`src/rtl/stoch_to_bin.sv`:
```
// stoch_to_bin: converts a unipolar stochastic bitstream to binary by counting
// ones over back-to-back windows of 2^WIDTH valid samples.
// Latency: result/result_valid appear one cycle after the final window sample.
// Backpressure: none; in_valid=0 simply stalls the window for any number of cycles.
//
// Ports:
//   clk, rst      rising-edge clock, synchronous active-high reset
//   run           level; high keeps windows running, low stops after current window
//   in_valid      bit_in carries a sample this cycle
//   bit_in        stochastic stream bit
//   busy          high while a window is in progress
//   sample_idx    index of the next sample within the current window
//   result        ones count of the last completed window (0..2^WIDTH)
//   result_valid  one-cycle pulse when result updates
//   win_count     completed windows since reset, modulo 256
module stoch_to_bin #(
  parameter int WIDTH = 5
) (
  input  logic             clk,
  input  logic             rst,
  input  logic             run,
  input  logic             in_valid,
  input  logic             bit_in,
  output logic             busy,
  output logic [WIDTH-1:0] sample_idx,
  output logic [WIDTH:0]   result,
  output logic             result_valid,
  output logic [7:0]       win_count
);

  typedef enum logic {IDLE, ACCUM} state_t;

  localparam logic [WIDTH-1:0] LAST_IDX = {WIDTH{1'b1}};

  state_t           state, state_nxt;
  logic [WIDTH:0]   acc, acc_nxt;
  logic [WIDTH-1:0] idx_nxt;
  logic [WIDTH:0]   result_nxt;
  logic             result_valid_nxt;
  logic [7:0]       win_count_nxt;
  logic [WIDTH:0]   bit_ext;

  assign bit_ext = {{WIDTH{1'b0}}, bit_in};
  assign busy    = (state == ACCUM);

  always_ff @(posedge clk) begin
    if (rst) begin
      state        <= IDLE;
      acc          <= '0;
      sample_idx   <= '0;
      result       <= '0;
      result_valid <= 1'b0;
      win_count    <= '0;
    end else begin
      state        <= state_nxt;
      acc          <= acc_nxt;
      sample_idx   <= idx_nxt;
      result       <= result_nxt;
      result_valid <= result_valid_nxt;
      win_count    <= win_count_nxt;
    end
  end

  always_comb begin
    state_nxt        = state;
    acc_nxt          = acc;
    idx_nxt          = sample_idx;
    result_nxt       = result;
    result_valid_nxt = 1'b0;
    win_count_nxt    = win_count;

    case (state)
      IDLE: begin
        acc_nxt = '0;
        idx_nxt = '0;
        // The run=1 entry cycle is already sample slot 0 of the window.
        if (run) begin
          state_nxt = ACCUM;
          if (in_valid) begin
            acc_nxt = bit_ext;
            idx_nxt = {{(WIDTH-1){1'b0}}, 1'b1};
          end
        end
      end

      ACCUM: begin
        if (in_valid) begin
          if (sample_idx == LAST_IDX) begin
            // Final sample: publish and restart with no gap cycle if run held.
            result_nxt       = acc + bit_ext;
            result_valid_nxt = 1'b1;
            win_count_nxt    = win_count + 8'd1;
            acc_nxt          = '0;
            idx_nxt          = '0;
            state_nxt        = run ? ACCUM : IDLE;
          end else begin
            acc_nxt = acc + bit_ext;
            idx_nxt = sample_idx + 1'b1;
          end
        end
      end

      default: state_nxt = IDLE;
    endcase
  end

endmodule

```
`config.mk`:
```
export PLATFORM = sky130hd
export DESIGN_NAME = stoch_to_bin
export DESIGN_NICKNAME = d
export VERILOG_FILES = /design/src/rtl/stoch_to_bin.sv
export SDC_FILE = /design/constraint.sdc
export NUM_CORES = 1
export LEC_CHECK = 0
export CAP_MARGIN = 25
export CORE_MARGIN = 1.5
export CORE_UTILIZATION = 45
export DETAILED_ROUTE_END_ITERATION = 6
export PLACE_DENSITY_LB_ADDON = 0.2
export SETUP_SLACK_MARGIN = 0.15
export SYNTH_ARGS = -nofsm -noshare
export SYNTH_HDL_FRONTEND = slang
export SYNTH_SLANG_ARGS = --single-unit
```
`constraint.sdc`:
```
create_clock -name clk -period 4.2 [get_ports clk]
set_input_delay 0.84 -clock clk [delete_from_list [all_inputs] [get_ports clk]]
set_output_delay 0.84 -clock clk [all_outputs]
set_load 0.01 [all_outputs]
```
* Word level (Yosys, flattened, before mapping)
Cells that the tools add are included.
** Storage, ports and cells
- Bits in writable memories :: 0
- Register bits :: 27
- ROM bits :: 0
- Input port bits :: 5
- Output and inout port bits :: 21
- Word-level logic and storage cells :: 30
- Memories :: 0
- Bits in latches :: 0
** Cells by class
- Equal/unequal tests :: 2
- $lt $le $gt $ge :: 0
- $add $sub $neg :: 3
- Multiply operators :: 0
- Muxes and demuxes :: 15
- Reduce and logical (&&, ||, !) cells :: 2
- Divide/modulo/power cells :: 0
- Bitwise gates (word level) :: 2
- Shift operators :: 0
** Operators with widths (count)
- two-way mux 6 bit :: 2
- case mux 6 bit (2 select lines) :: 1
- two-way mux 5 bit :: 2
- case mux 5 bit (2 select lines) :: 1
- adder 8 x 1 -> 8 bit, second input constant :: 1
- two-way mux 1 bit :: 8
- adder 6 x 1 -> 6 bit :: 1
- adder 5 x 1 -> 5 bit, second input constant :: 1
- equality test 5 bit, second input constant :: 1
- AND reduction 3 bit :: 1
- OR reduction 3 bit :: 1
- inequality test 2 bit, second input constant :: 1
- inverter 1 bit :: 2
- case mux 1 bit (2 select lines) :: 1

* Depth between registers and ports, before layout
Gate-level depths: netlist of the first run.
- Depth in word-level cells :: 4
- Gate-level depth with buffers :: 7
- Depth with buffers taken out :: 6

* Worst setup path before layout of the first run
OpenSTA, ideal clock, no wires.
- Path kind :: register to register
- From :: reg sample_idx[0]
- To :: reg win_count[5]
- Cell stages (with the launch flop) :: 7
- Period minus slack after synthesis :: 1.854 ns
- Setup slack :: 2.346 ns
- Data arrival time :: 1.784 ns
- Library setup time :: 0.071 ns
- Path through :: dfxtp_1 > ha_1 > and3_1 > ha_1 > nand3_4 > or4_1 > a21oi_1
** Between the ends
- Word-level cells in the longest chain between the ends :: 2
** Ends and longest elaborated chain
- start: declaration :: line 25 : output logic [WIDTH-1:0] sample_idx,
- start signal: assignment :: line 57 : sample_idx <= idx_nxt;
- equality test 5 bit :: line 88 : if (sample_idx == LAST_IDX) begin
- AND reduction 3 bit (no source line)
- end signal: assignment :: line 60 : win_count <= win_count_nxt;
- end: declaration :: line 28 : output logic [7:0] win_count
Every way passes these cells.
A chain may end at the register's enable or synchronous reset.

* Final worst setup path of the first run
- From :: in in_valid
- To :: reg win_count[6]
** Between the ends
- Word-level cells in the longest chain between the ends :: 1
** Ends and longest elaborated chain
- start: declaration :: line 22 : input logic in_valid,
- AND reduction 3 bit (no source line)
Every way passes these cells.

==> results of run 1 <==
## area by class of cell
| class | count | area (um2) |
|---|---|---|
| well taps | 30 | 37.54 |
| clock buffers | 3 | 22.52 |
| clock inverters | 1 | 5.005 |
| flip-flops and latches | 27 | 540.5 |
| multi-input cells | 102 | 661.9 |
| repair buffers | 25 | 250.2 |
| inverters | 4 | 15.01 |
| fillers | 240 | 1035 |
## critical path, cell delays in order
cell	delay (ns)
clkdlybuf4s50_1	0.97
nand4_1	0.35
or4_1	0.47
a21oi_1	0.14
## kinds of logic after synthesis
group / share of synthesized area [%]
xor gates and xnor gates: 3.486
buffers and inverters: 4.282
adders and majority gates: 5.976
DFF: 43.03
AOI/OAI and AO/OA: 16.34
muxes: 2.490
and+or+nand+nor: 24.40
## Yosys cell counts, drive strengths merged (2+ instances only)
library cell  instances  area (um2)
nand2                10       37.54
xnor2                 5       43.79
nand2b                5       31.28
or3                   3       18.77
o31ai                 3       22.52
ha                    6       75.07
nand4                 2       12.51
o32ai                 2       17.52
buf                   7       38.78
a211oi                4       30.03
o21ai                 8       40.04
mux2i                 2       20.02
or4                   4       30.03
a21oi                14       70.07
and3                  3       20.02
nand3                 5       37.54
nor2                 14       52.55
inv                   4       15.01
dfxtp                27       540.5
nor2b                 2       12.51
## metrics by stage
stage          area, um2  hold slack [ns]
2_1_floorplan       1256           0.4626
3_3_place_gp        1505           0.4532
3_5_place_dp        1505           0.4465
4_1_cts             1533           0.4653
5_1_grt             1533           0.5255
6_report            1533           0.4644
## state kept, by name (all words and copies together), names as in the netlist
signal        count
win_count         8
acc               6
result            6
sample_idx        5
busy              1
result_valid      1
## final timing paths
check,startpoint,endpoint,cells past startpoint
max,in_valid,win_count[6],4
min,result[0],result[0],2
max reg2reg,sample_idx[0],win_count[6],6
min reg2reg,result[0],result[0],2
## per-layer routing
metal  vias up  share of wire, %  global-route usage, %
met5         -                 0                      0
met4         0               1.6                  6.122
met3         4               5.6                  4.884
met2        28                45                  27.55
met1       506                48                  22.14
li1        549                 -                      -
## power groups by stage
stage | clock (uW) | combinational [uW] | sequential (uW)
final | 111 | 24.3 | 262
after global routing | 126 | 26.8 | 262
after CTS | 117 | 24.5 | 262
after detailed placement | 0 | 24.4 | 267
after global placement | 0 | 24.0 | 267
after floorplan | 0 | 16.4 | 266
==> metrics.txt, run 1 <==
largest net degree at the start of global routing 24; CTS tree done; clk_lat worst skew 0.33 ns; clk_skew 0.008338 ns; fin worst setup slack 1.682 ns; First DRT Iteration DRCs 22; Die Height 55.84 um; vias in the first global route 975; commonest cells after routing, fill and taps aside dfxtp_1 (27), clkdlybuf4s50_1 (25), nor2_1 (14), a21oi_1 (14), nand2_1 (10); CTS Sinks 27; min cycle time layout 2.518 ns; first-pass GRT wire length 4312 um; Max Clk Rate 397.1 MHz; register area share after synthesis 43.03%; clock share of power 27.9%; ys async rst share 0%; Inst Count DP 188; TritonCTS buffer count 3; outcome finished, final reports clean; Synth cell types 34; RSZ-0062 raised after global routing no; non-filler cells, final 192; chip width 55.84 um; Total Routing Usage GR 17.19%; H-tree depth 1; kind of start point of the critical path input port; reg2reg setup slack 2.14 ns; vias per cell 5.661; maxcap violations 0; LEAKAGE 0.0005129 uW; drt pass-1 iters 4; Power Density 258.7 nW/um2; Synth Cell Area 1256 um2; Final Max Slew Viols 0; Starting Density 48.93%; average cell area after synthesis 8.973 um2; CTS Buffer Depth 2; Routed WL 2390 um; cts hold-fix bufs 0; register bit count reported by yosys 27; total gr overflow 0; final HPWL from detailed placement 1777 um; layout cells sized above 1 5.556%; Final Hold Vio Count 0; P_sw 90.72 uW; Hold Crit Class register to register; ys flop type dfxtp_1; post-cts gate resize count 0; most common cell after layout, fill and taps aside dfxtp_1; worst-margin pin slew 0.7665 ns; TNS Setup 0 ns; initial antenna violation count 0; Yosys warning count 0; critical path data arrival time 2.78 ns; sw frac 22.88%; max_slew headroom 48.74%; input/output buffers 25; Net count, final 174; Crit. End Element register; internal power 305.8 uW; WL/cell 12.45 um; Flop pwr share 66.0%; via count 1,087; Area Overhead vs Synth 22.01%; clock slew at reported path FFs 0.14 ns; Detail Route Antenna Nets 0; Post-Syn Nets 151; core area 2567 um2; die area 3118 um2; total power draw 396.5 uW; CTS root buf clkbuf_4; Combinational Power Share 6.1%; Core Util, Final 59.70%; CP Data Required Time 4.46 ns; gpl congestion 0.7136; Ports 26; crit path max fanout 23; Synth Instances 140; post-CTS setup buffer count 0; antenna cells 0; # rows 18; worst vdd ir 0.2961 mV; Tcrit/Tclk final 59.96%; Worst Setup Path Type input port to register; post-place setup slack 1.333 ns; final setup violation count 0; DRC violations left 0; EDFF count, synth 0
No activity file was read; power rests on OpenSTA's default activity.
==> inputs of run 2 (changes only) <==
clock period = 2.35 ns   (was 4.2 ns; I/O delays follow)
==> run 2 against run 1 <==
Cell area increased by 1.1%. Die area unchanged. Final cell count increased by 1.0%. First-iteration DRC count increased by 77%. Global-route usage increased by 0.12 points. Worst hold slack improved by 0.0086 ns. Clock skew increased by 0.0042 ns. Wire length increased by 5.9%. Via count increased by 0.46%. Sequential power increased by 78%.
==> metrics.txt, run 2 (synthesis results as in run 1) <==
internal power 548.8 uW; Detail Route Antenna Nets 0; CTS tree done; antenna cells 0; r2r endpoint win_count[5]; final hold slack 0.4730 ns; clock share of power 28.1%; Crit Reg-Reg Startpoint sample_idx[0]; crit path max fanout 10; Setup crit end busy; vias in the first global route 1,039; vias per cell 5.629; H-tree depth 1; via count 1,092; WL/cell 13.05 um; First DRT Iteration DRCs 39; final setup violation count 0; outcome finished, final reports clean; Total Routing Usage GR 17.31%; Area Overhead vs Synth 23.41%; clk_skew 0.01249 ns; Final Hold Vio Count 0; Net count, final 176; max_slew headroom 71.49%; gpl congestion 0.7889; die area 3118 um2; fin worst setup slack 0.3858 ns; initial antenna violation count 0; largest reg by FF count win_count; # rows 18; drt pass-1 iters 4; CP Data Required Time 1.88 ns; DRC violations left 0; crit path launch busy; top flop regs win_count x8, acc x6, result x6; crit path buf inv count 1; chip width 55.84 um; Ports 26; largest net degree at the start of global routing 19; Die Height 55.84 um; CTS root buf clkbuf_4; worst stage delay on the critical path 0.61 ns; LEAKAGE 0.0005194 uW; Crit path depth 1; core area 2567 um2; sw frac 23.27%; layout cells sized above 1 7.317%; worst vdd ir 0.2954 mV; cts hold-fix bufs 0; maxcap violations 0; RSZ-0062 raised after global routing no; Max Clk Rate 509.1 MHz; Flop pwr share 65.3%; reg2reg setup slack 0.40 ns; Routed WL 2532 um; Starting Density 48.93%; TritonCTS buffer count 3; worst-margin pin slew 0.4276 ns; input/output buffers 25; clk_lat worst skew 0.33 ns; Tcrit/Tclk final 83.58%; CTS Sinks 27; min cycle time layout 1.964 ns; commonest cells after routing, fill and taps aside dfxtp_1 (27), clkdlybuf4s50_1 (25), nor2_1 (14), a21oi_1 (14), nand2_1 (10); Hold Crit Class register to register; max reg flops 8; Crit-path slowest cell clkdlybuf4s50_1; Combinational Power Share 6.6%; Power Density 461.4 nW/um2; critical path's top delay family buffers and inverters; Final Max Slew Viols 0; Core Util, Final 60.38%; most common cell after layout, fill and taps aside dfxtp_1; final HPWL from detailed placement 1877 um; crit path cell chain clkdlybuf4s50_1; P_sw 166.5 uW; R2R depth 6; Crit. End Element primary output; Worst Setup Path Type register to primary output; critical path data arrival time 1.49 ns; first-pass GRT wire length 4464 um; post-place setup slack 0.2194 ns; kind of start point of the critical path register; CTS Buffer Depth 2; total gr overflow 0; clock slew at reported path FFs 0.13 ns; TNS Setup 0 ns
## run 2: worst min-delay path by stage
stage / start / endpoint / slack [ns] / cells after the start
2_1_floorplan: acc[1] / acc[1] / 0.46 / 2
3_3_place_gp: win_count[7] / win_count[7] / 0.46 / 2
3_5_place_dp: result[0] / result[0] / 0.45 / 2
4_1_cts: result[0] / result[0] / 0.47 / 2
5_1_grt: result[1] / result[1] / 0.52 / 2
6_report: result[0] / result[0] / 0.47 / 2
## run 2: power by group through the flow
stage / logic (uW) / clock network, uW / registers [uW]
floorplan: 29.3 / 0 / 475
detailed placement: 47.1 / 0 / 477
global route: 51.7 / 222 / 469
CTS: 47.7 / 209 / 468
global placement: 45.9 / 0 / 477
finish: 46.9 / 201 / 467
## run 2: cell type report
| cell class | instances | area [um2] |
|---|---|---|
| clock buffer | 3 | 22.52 |
| clock inverter | 1 | 5.005 |
| fill | 239 | 1017 |
| inverter | 4 | 15.01 |
| multi-input combinational | 102 | 664.4 |
| sequential | 27 | 540.5 |
| tap | 30 | 37.54 |
| timing repair buffer | 27 | 265.3 |
## run 2: timing repair
item | 4_1_cts | 5_1_grt
setup buffers | 0 | 0
gates resized for setup | 0 | 1
setup endpoints to repair | 0 | 2
## run 2: routing by layer
| metal | track usage, % | wire length (um) | vias to the layer above |
|---|---|---|---|
| li1 | - | - | 555 |
| met1 | 21.04 | 1221 | 507 |
| met2 | 30.44 | 1172 | 27 |
| met3 | 4.884 | 124 | 3 |
| met4 | 3.741 | 14 | 0 |
| met5 | 0 | 0 | - |
## run 2: stage by stage
| step | total power (uW) | cells | area [um2] |
|---|---|---|---|
| global route | 742.9 | 194 | 1550 |
| CTS | 724.4 | 194 | 1548 |
| floorplan | 504.4 | 140 | 1256 |
| global placement | 523.2 | 190 | 1520 |
| finish | 715.2 | 194 | 1550 |
| detailed placement | 524.4 | 190 | 1520 |
